### src/rtl/clk_period_monitor_pkg.sv
// Shared types and constants for the divided-clock period monitor.
// DIV_HALF matches the divider so both ends agree on the nominal period.
package clk_period_monitor_pkg;

    typedef enum logic {
        WAIT_FIRST = 1'b0,
        MEASURE    = 1'b1
    } mon_state_t;

    localparam int unsigned DIV_HALF        = 250000;
    localparam int unsigned EXPECTED_PERIOD = 2 * DIV_HALF;
    localparam int unsigned DEFAULT_CNT_W   = 20;

    // Inclusive tolerance window; the lower bound clamps at zero.
    function automatic logic in_window(input logic [31:0] meas,
                                       input int unsigned expected,
                                       input int unsigned tol);
        logic [31:0] lo;
        logic [31:0] hi;
        lo = (expected > tol) ? expected - tol : 32'd0;
        hi = expected + tol;
        return (meas >= lo) && (meas <= hi);
    endfunction

endpackage

### src/rtl/clk_period_monitor_sync_edge_detect.sv
// Two-flop synchronizer plus delay flop; emits a combinational rise and a
// registered one-cycle rise strobe for any asynchronous input.
module clk_period_monitor_sync_edge_detect (
    input  logic clk,
    input  logic reset,
    input  logic async_in,
    output logic rise,
    output logic rise_pulse
);

    logic s1;
    logic s2;
    logic s3;

    assign rise = s2 & ~s3;

    always_ff @(posedge clk) begin
        if (reset) begin
            s1         <= 1'b0;
            s2         <= 1'b0;
            s3         <= 1'b0;
            rise_pulse <= 1'b0;
        end else begin
            s1         <= async_in;
            s2         <= s1;
            s3         <= s2;
            rise_pulse <= rise;
        end
    end

endmodule

### src/rtl/clk_period_monitor.sv
// Measures the period of an asynchronous slow clock in fast-clock cycles,
// tracks lock against a tolerance window and flags missing edges.
module clk_period_monitor
    import clk_period_monitor_pkg::*;
#(
    parameter int unsigned EXPECTED_PERIOD = clk_period_monitor_pkg::EXPECTED_PERIOD,
    parameter int unsigned TOLERANCE       = 16,
    parameter int unsigned LOCK_COUNT      = 4,
    parameter int unsigned MAX_PERIOD      = 1048575,
    parameter int unsigned CNT_W           = DEFAULT_CNT_W
) (
    input  logic             clk,
    input  logic             reset,
    input  logic             clk_in,
    output logic             rise_pulse,
    output logic [CNT_W-1:0] period,
    output logic             period_valid,
    output logic             locked,
    output logic             timeout
);

    localparam int unsigned       GOOD_W   = $clog2(LOCK_COUNT + 1);
    localparam logic [CNT_W-1:0]  MAX_CNT  = CNT_W'(MAX_PERIOD);
    localparam logic [GOOD_W-1:0] LOCK_CNT = GOOD_W'(LOCK_COUNT);

    mon_state_t        state;
    mon_state_t        state_next;
    logic              rise;
    logic [CNT_W-1:0]  counter;
    logic [CNT_W-1:0]  cnt_inc;
    logic [GOOD_W-1:0] good_cnt;
    logic [GOOD_W-1:0] good_inc;
    logic              hit_max;
    logic              meas_good;
    logic              arm;
    logic              load_period;
    logic              do_timeout;

    clk_period_monitor_sync_edge_detect u_sync (
        .clk        (clk),
        .reset      (reset),
        .async_in   (clk_in),
        .rise       (rise),
        .rise_pulse (rise_pulse)
    );

    // The counter holds cycles since the last rise, so +1 is the period.
    assign cnt_inc   = counter + CNT_W'(1);
    assign hit_max   = (cnt_inc == MAX_CNT);
    assign meas_good = in_window(32'(period), EXPECTED_PERIOD, TOLERANCE);
    assign good_inc  = (good_cnt == LOCK_CNT) ? LOCK_CNT : good_cnt + GOOD_W'(1);

    always_ff @(posedge clk) begin
        if (reset) state <= WAIT_FIRST;
        else       state <= state_next;
    end

    always_comb begin
        state_next = state;
        case (state)
            WAIT_FIRST: if (rise)       state_next = MEASURE;
            MEASURE:    if (do_timeout) state_next = WAIT_FIRST;
            default:                    state_next = WAIT_FIRST;
        endcase
    end

    // A rise always beats the timeout threshold in the same cycle.
    always_comb begin
        arm         = 1'b0;
        load_period = 1'b0;
        do_timeout  = 1'b0;
        case (state)
            WAIT_FIRST: arm = rise;
            MEASURE: begin
                load_period = rise;
                do_timeout  = ~rise & hit_max;
            end
            default: ;
        endcase
    end

    always_ff @(posedge clk) begin
        if (reset) begin
            counter      <= '0;
            period       <= '0;
            period_valid <= 1'b0;
            locked       <= 1'b0;
            timeout      <= 1'b0;
            good_cnt     <= '0;
        end else begin
            period_valid <= load_period;
            // Lock is judged from the registered period, one cycle after it lands.
            if (period_valid) begin
                if (meas_good) begin
                    good_cnt <= good_inc;
                    locked   <= (good_inc == LOCK_CNT);
                end else begin
                    good_cnt <= '0;
                    locked   <= 1'b0;
                end
            end
            if (arm) begin
                counter <= '0;
                timeout <= 1'b0;
            end else if (load_period) begin
                counter <= '0;
                period  <= cnt_inc;
            end else if (do_timeout) begin
                counter  <= '0;
                timeout  <= 1'b1;
                locked   <= 1'b0;
                good_cnt <= '0;
            end else if (state == MEASURE) begin
                counter <= cnt_inc;
            end else begin
                counter <= '0;
            end
        end
    end

endmodule

### config.mk
export PLATFORM = sky130hd
export DESIGN_NAME = clk_period_monitor
export DESIGN_NICKNAME = d
export VERILOG_FILES = /design/src/rtl/clk_period_monitor_pkg.sv /design/src/rtl/clk_period_monitor_sync_edge_detect.sv /design/src/rtl/clk_period_monitor.sv
export SDC_FILE = /design/constraint.sdc
export NUM_CORES = 1
export LEC_CHECK = 0
export CAP_MARGIN = 20
export CORE_AREA = 3 3 80 82
export CTS_BUF_LIST = sky130_fd_sc_hd__clkbuf_4 sky130_fd_sc_hd__clkbuf_8
export CTS_CLUSTER_SIZE = 16
export DETAILED_ROUTE_END_ITERATION = 6
export DIE_AREA = 0 0 83 85
export GPL_TIMING_DRIVEN = 0
export PLACE_DENSITY = 0.7
export SYNTH_ARGS = -nofsm -noshare
export SYNTH_HDL_FRONTEND = slang
export SYNTH_HIERARCHICAL = 1
export SYNTH_SLANG_ARGS = --single-unit
export TNS_END_PERCENT = 5
### constraint.sdc
create_clock -name clk -period 2.5 [get_ports clk]
set_input_delay 0.5 -clock clk [delete_from_list [all_inputs] [get_ports clk]]
set_output_delay 0.5 -clock clk [all_outputs]
set_load 0.02 [all_outputs]
---- Word level (Yosys, flattened, before mapping) ----
Cells that the tools add are included.
operators by class
  equality and inequality tests ........... 3
  $add $sub $neg .......................... 2
  bitwise gates (word level) .............. 7
  reduce and logical (&&, ||, !) cells .... 5
  multiplexer cells ....................... 17
  magnitude comparators ................... 2
operators with widths
  kind                                                               number
  adder 20 x 1 -> 20 bit (second input constant)                     1
  equality test 20 bit (second input constant)                       1
  >= comparator 20 x 19 -> 1 bit (second input constant)             1
  less-or-equal comparator 20 x 19 -> 1 bit (second input constant)  1
  2-to-1 mux 3 bit                                                   6
  2-to-1 mux 1 bit                                                   10
  equality test 3 bit (second input constant)                        2
  NOT 1 bit                                                          5
  OR reduction 5 bit                                                 1
  AND reduction 2 bit                                                2
  adder 3 x 1 -> 3 bit (second input constant)                       1
  bitwise AND 1 bit                                                  2
  one-hot mux 1 bit (2 select lines)                                 1
  OR reduction 2 bit                                                 1
  logical AND 1 bit                                                  1
word-level totals
  logic and storage cells ................. 47
  output and inout port bits .............. 24
  flip-flop bits (word level) ............. 51
  bits of input ports ..................... 3

---- Depth between registers and ports, before layout ----
  word-level depth ........................ 8
  gate-level depth with buffers ........... 8
  depth with buffers taken out ............ 7

---- By module ----
Netlist, hierarchy kept.
modules (own cells, without submodules)
  module                               cells each  sequential area each (um^2)  area an instance (um^2)  times used
  clk_period_monitor                   244         940.9                        2164.6                   1
  clk_period_monitor_sync_edge_detect  9           80.1                         117.6                    1

---- Least setup slack after synthesis ----
No wires, ideal clock.
  path kind ............................... flip-flop to flip-flop
  from .................................... register counter[0]
  to ...................................... register timeout
  stages on the path, launching flop included .. 8
  arrival time ............................ 2.171 ns
  required time ........................... 2.430 ns
  library setup time ...................... 0.070 ns
  buffers on the path ..................... 0
  path slack .............................. 0.259 ns
  period minus slack after synthesis ...... 2.241 ns
  cells stage by stage .................... dfxtp_1 ha_1 nand4_1 or4_4 nor3_4 o22ai_1 or4_1 a21oi_1
on the way
  cells in the longest elaborated chain, start to end .. 5
ends and longest elaborated chain
  what                           RTL line                   source
  start: declaration             clk_period_monitor.sv:29   logic [CNT_W-1:0] counter;
  start signal: assignment       clk_period_monitor.sv:114  counter <= cnt_inc;
  adder 20 x 1 -> 20 bit         clk_period_monitor.sv:48   assign cnt_inc = counter + CNT_W'(1);
  equality test 20 bit           clk_period_monitor.sv:49   assign hit_max = (cnt_inc == MAX_CNT);
  bitwise AND 1 bit              clk_period_monitor.sv:76   do_timeout = ~rise & hit_max;
  2-to-1 mux 1 bit               clk_period_monitor.sv:72   case (state)
  AND reduction 2 bit (no line)  --
  end signal: assignment         clk_period_monitor.sv:88   timeout <= 1'b0;
  end signal: assignment         clk_period_monitor.sv:104  timeout <= 1'b0;
  end signal: assignment         clk_period_monitor.sv:110  timeout <= 1'b1;
  end: declaration               clk_period_monitor.sv:19   output logic timeout
Every way passes these cells.
A chain may end at the register's enable or synchronous reset.

---- Final worst setup path ----
  from .................................... register counter[1]
  to ...................................... register timeout
The elaborated chain is that of the path after synthesis.

==> results.cfg <==
[timing]
layout_min_cycle_time_ps = 2370
timing.final.max_slew_violations = 0
final_min_period_over_clock_period = 0.946
timing.final.hold_violations = 0
setup-tns-final_ps = 0
clock.fmax_ghz = 0.423
rsz0062_at_grt = false
setup_viol_count_final = 0
skew_ps = 4.53
worst_pin_slew_ps = 714
max_slew_margin = 0.519

[detailed_routing]
num_vias = 1962
avgViaCountPerCell = 5.40
drt_drc_violations_left = 0
firstDrtPassIters = 4
postRouteWirelength_mm = 5.40
routed_wire_length_per_instance_um = 14.9
drt_iter0_markers = 121
drt.antenna.violating_nets = 0

[logic_synthesis]
compound_gate_portion_of_the_synthesized_area = 0.135
sequential_cell_area_fraction_in_the_yosys_report = 0.447
post_synth_num_cell_types = 43
largest_family_of_logic_cells_by_synthesized_area = simple AND/OR/NAND/NOR gates
yosysWarningCount = 6
syn-cell-area_um2 = 2280
simple_gate_fraction_of_synth_area = 0.288
synth.avg_cell_area_um2 = 9.02
netlist_top_cells_area = dfxtp_1 (45%), nor2_1 (7.6%), a211oi_1 (6.3%), xnor2_1 (3.8%), nand4_1 (2.7%)
synth-edff-count = 0
dominantRegCellSynth = dfxtp_1
synth.net_count = 260
flops_latches_synth = 51
synth_largest_type_area_fraction = 0.447
synth_cells = 253
yosysTopAreaCell = dfxtp_1
synth_adder_area_share = 0.0219
muxShareOfSynthArea = 0.0132
async_flop_share = 0
post_synth_xor_area_fraction = 0.0614

[layout]
post-route-util = 0.481
finalNetCount = 295
drive_gt1_frac = 0.101
top_regs = counter (20), period (20), good_cnt (3)
areaGrowthSynthToFinish_pct = 22.7
n_antenna_cell = 0

[floorplan]
ioPinCount = 27
die_outline_area_um2 = 7060
core_um2 = 5820
die-width_um = 83
initial_core_util = 0.392
fp-row-count = 28
die_height_um = 85

[clock_network]
cts_inserted_buffers = 5
clock_tree.htree_level_count = 2
cts-hold-fix-buffers = 0
ctsRootBufferMaster = clkbuf_8
clk_path_buf_depth = 2
insertion_delay_ps = 300
clk_pin_slew_ps = 90
tritoncts_clock_tree = built
clock_sinks = 51

[global_routing]
grtUsageMet2 = 0.258
grt.met1_usage = 0.215
grt_first_pass_wirelength_mm = 9.17
grt_overflow_total = 0
use_met3 = 0.0330
maximum_number_of_pins_on_one_net_before_global_route_repair = 16
grt_usage = 0.161
number_of_antenna_violations_at_the_first_check_in_global_routing = 0
number_of_global_route_vias_before_repair = 1820
busiest_layer = met2

[place]
placement.io_buffers = 26
routabilityCongestion = 0.862
post-dp-hpwl_mm = 3.94

[status]
status = finished, final reports clean

[setup_path]
worst-endpoint-arrival_ps = 2600
cp.required_ps = 2740
end_kind = register
worst_setup_path_start_kind = register
crit_path_max_fanout = 8
timing.setup.critical_path_class = register to register

[min_path]
hp-class = register to register

[power_and_ir_drop]
power.leakage_nw = 0.871
ir_worst_vdd_uv = 251
cellPowerDensity_nw_per_um2 = 514

[flow_run]
max_cap_viol_count = 0
critical path, stage by stage, from the launching register on:
cell     delay (ps)
dfxtp_2         420
ha_4            190
nand4_1         170
or4_4           510
nor3_4          170
o22ai_1         160
or4_1           540
a21oi_1         140
cells by family (layout without fill, tap and decap cells):
logic type / count (synthesis) / after routing
compound gates: 44 / 44
xor+xnor: 16 / 16
fa+ha+maj: 4 / 4
buf+inv: 19 / 54
flops: 51 / 51
mux: 3 / 3
simple gates: 116 / 116
cell usage in the layout, fill, tap and decap left out, types with 4 or more instances in the layout:
cell	Yosys	routed
dfxtp_1	51	47
nor2_1	46	46
clkdlybuf4s50_1	0	26
a211oi_1	19	19
xnor2_1	10	10
nand4_1	10	10
inv_1	8	8
nand3_1	8	8
nand2_1	8	8
clkbuf_1	7	7
nor2b_1	7	7
xor2_1	6	6
o21ai_0	5	5
nor3_1	5	5
clkbuf_8	0	5
o22ai_1	4	4
buf_4	0	4
power breakdown:
part	leakage (nW)	switching, W	internal (W)
Combinational	0.407	0.0000279	0.0000202
Clock	0.0502	0.000272	0.000293
Sequential	0.414	0.00000692	0.000819
Total	0.871	0.000307	0.00113
through the flow:
step	instance area, um2	setup slack (ps)	hold slack, ps	instances	power, W
detailed placement	2640	-134	427	354	0.000892
global placement	2640	-138	419	354	0.000892
CTS	2760	47.5	445	361	0.00145
floorplan	2280	259	409	253	0.000871
global route	2800	11.8	463	363	0.00150
finish	2800	134	443	363	0.00144
layout make-up:
type / instances / area (um2)
inverters: 8 / 30.0
clock buffers: 5 / 68.8
repair buffers: 28 / 275
multi-input cells: 183 / 1220
fillers: 569 / 3020
clock inverters: 2 / 37.5
well taps: 75 / 93.8
flip-flops and latches: 51 / 1030
plain buffers: 11 / 50.0
synth_stat cells (5+ instances only):
cell type  count
a211oi_1      19
clkbuf_1       7
dfxtp_1       51
inv_1          8
nand2_1        8
nand3_1        8
nand4_1       10
nor2_1        46
nor2b_1        7
nor3_1         5
o21ai_0        5
xnor2_1       10
xor2_1         6
per-layer routing:
metal | wire (um) | vias up
met1 | 2610 | 944
met5 | 0 | -
met3 | 184 | 4
met2 | 2550 | 36
met4 | 53 | 0
li1 | - | 978
worst paths after layout:
check	start	end	slack, ps	cells after the start
hold reg to reg	u_sync/s3	u_sync/rise_pulse	440	1
hold / removal	u_sync/s3	u_sync/rise_pulse	440	1
setup reg to reg	counter[1]	timeout	130	7
setup / recovery	counter[1]	timeout	130	7
repair_timing:
action	in CTS	in global routing
pin swaps	0	1
setup buffers	0	2
endpoints found under the hold margin	0	0
setup endpoints to repair	26	25
gates resized for setup	6	6
Note: power is estimated with default switching activity, not from simulation.
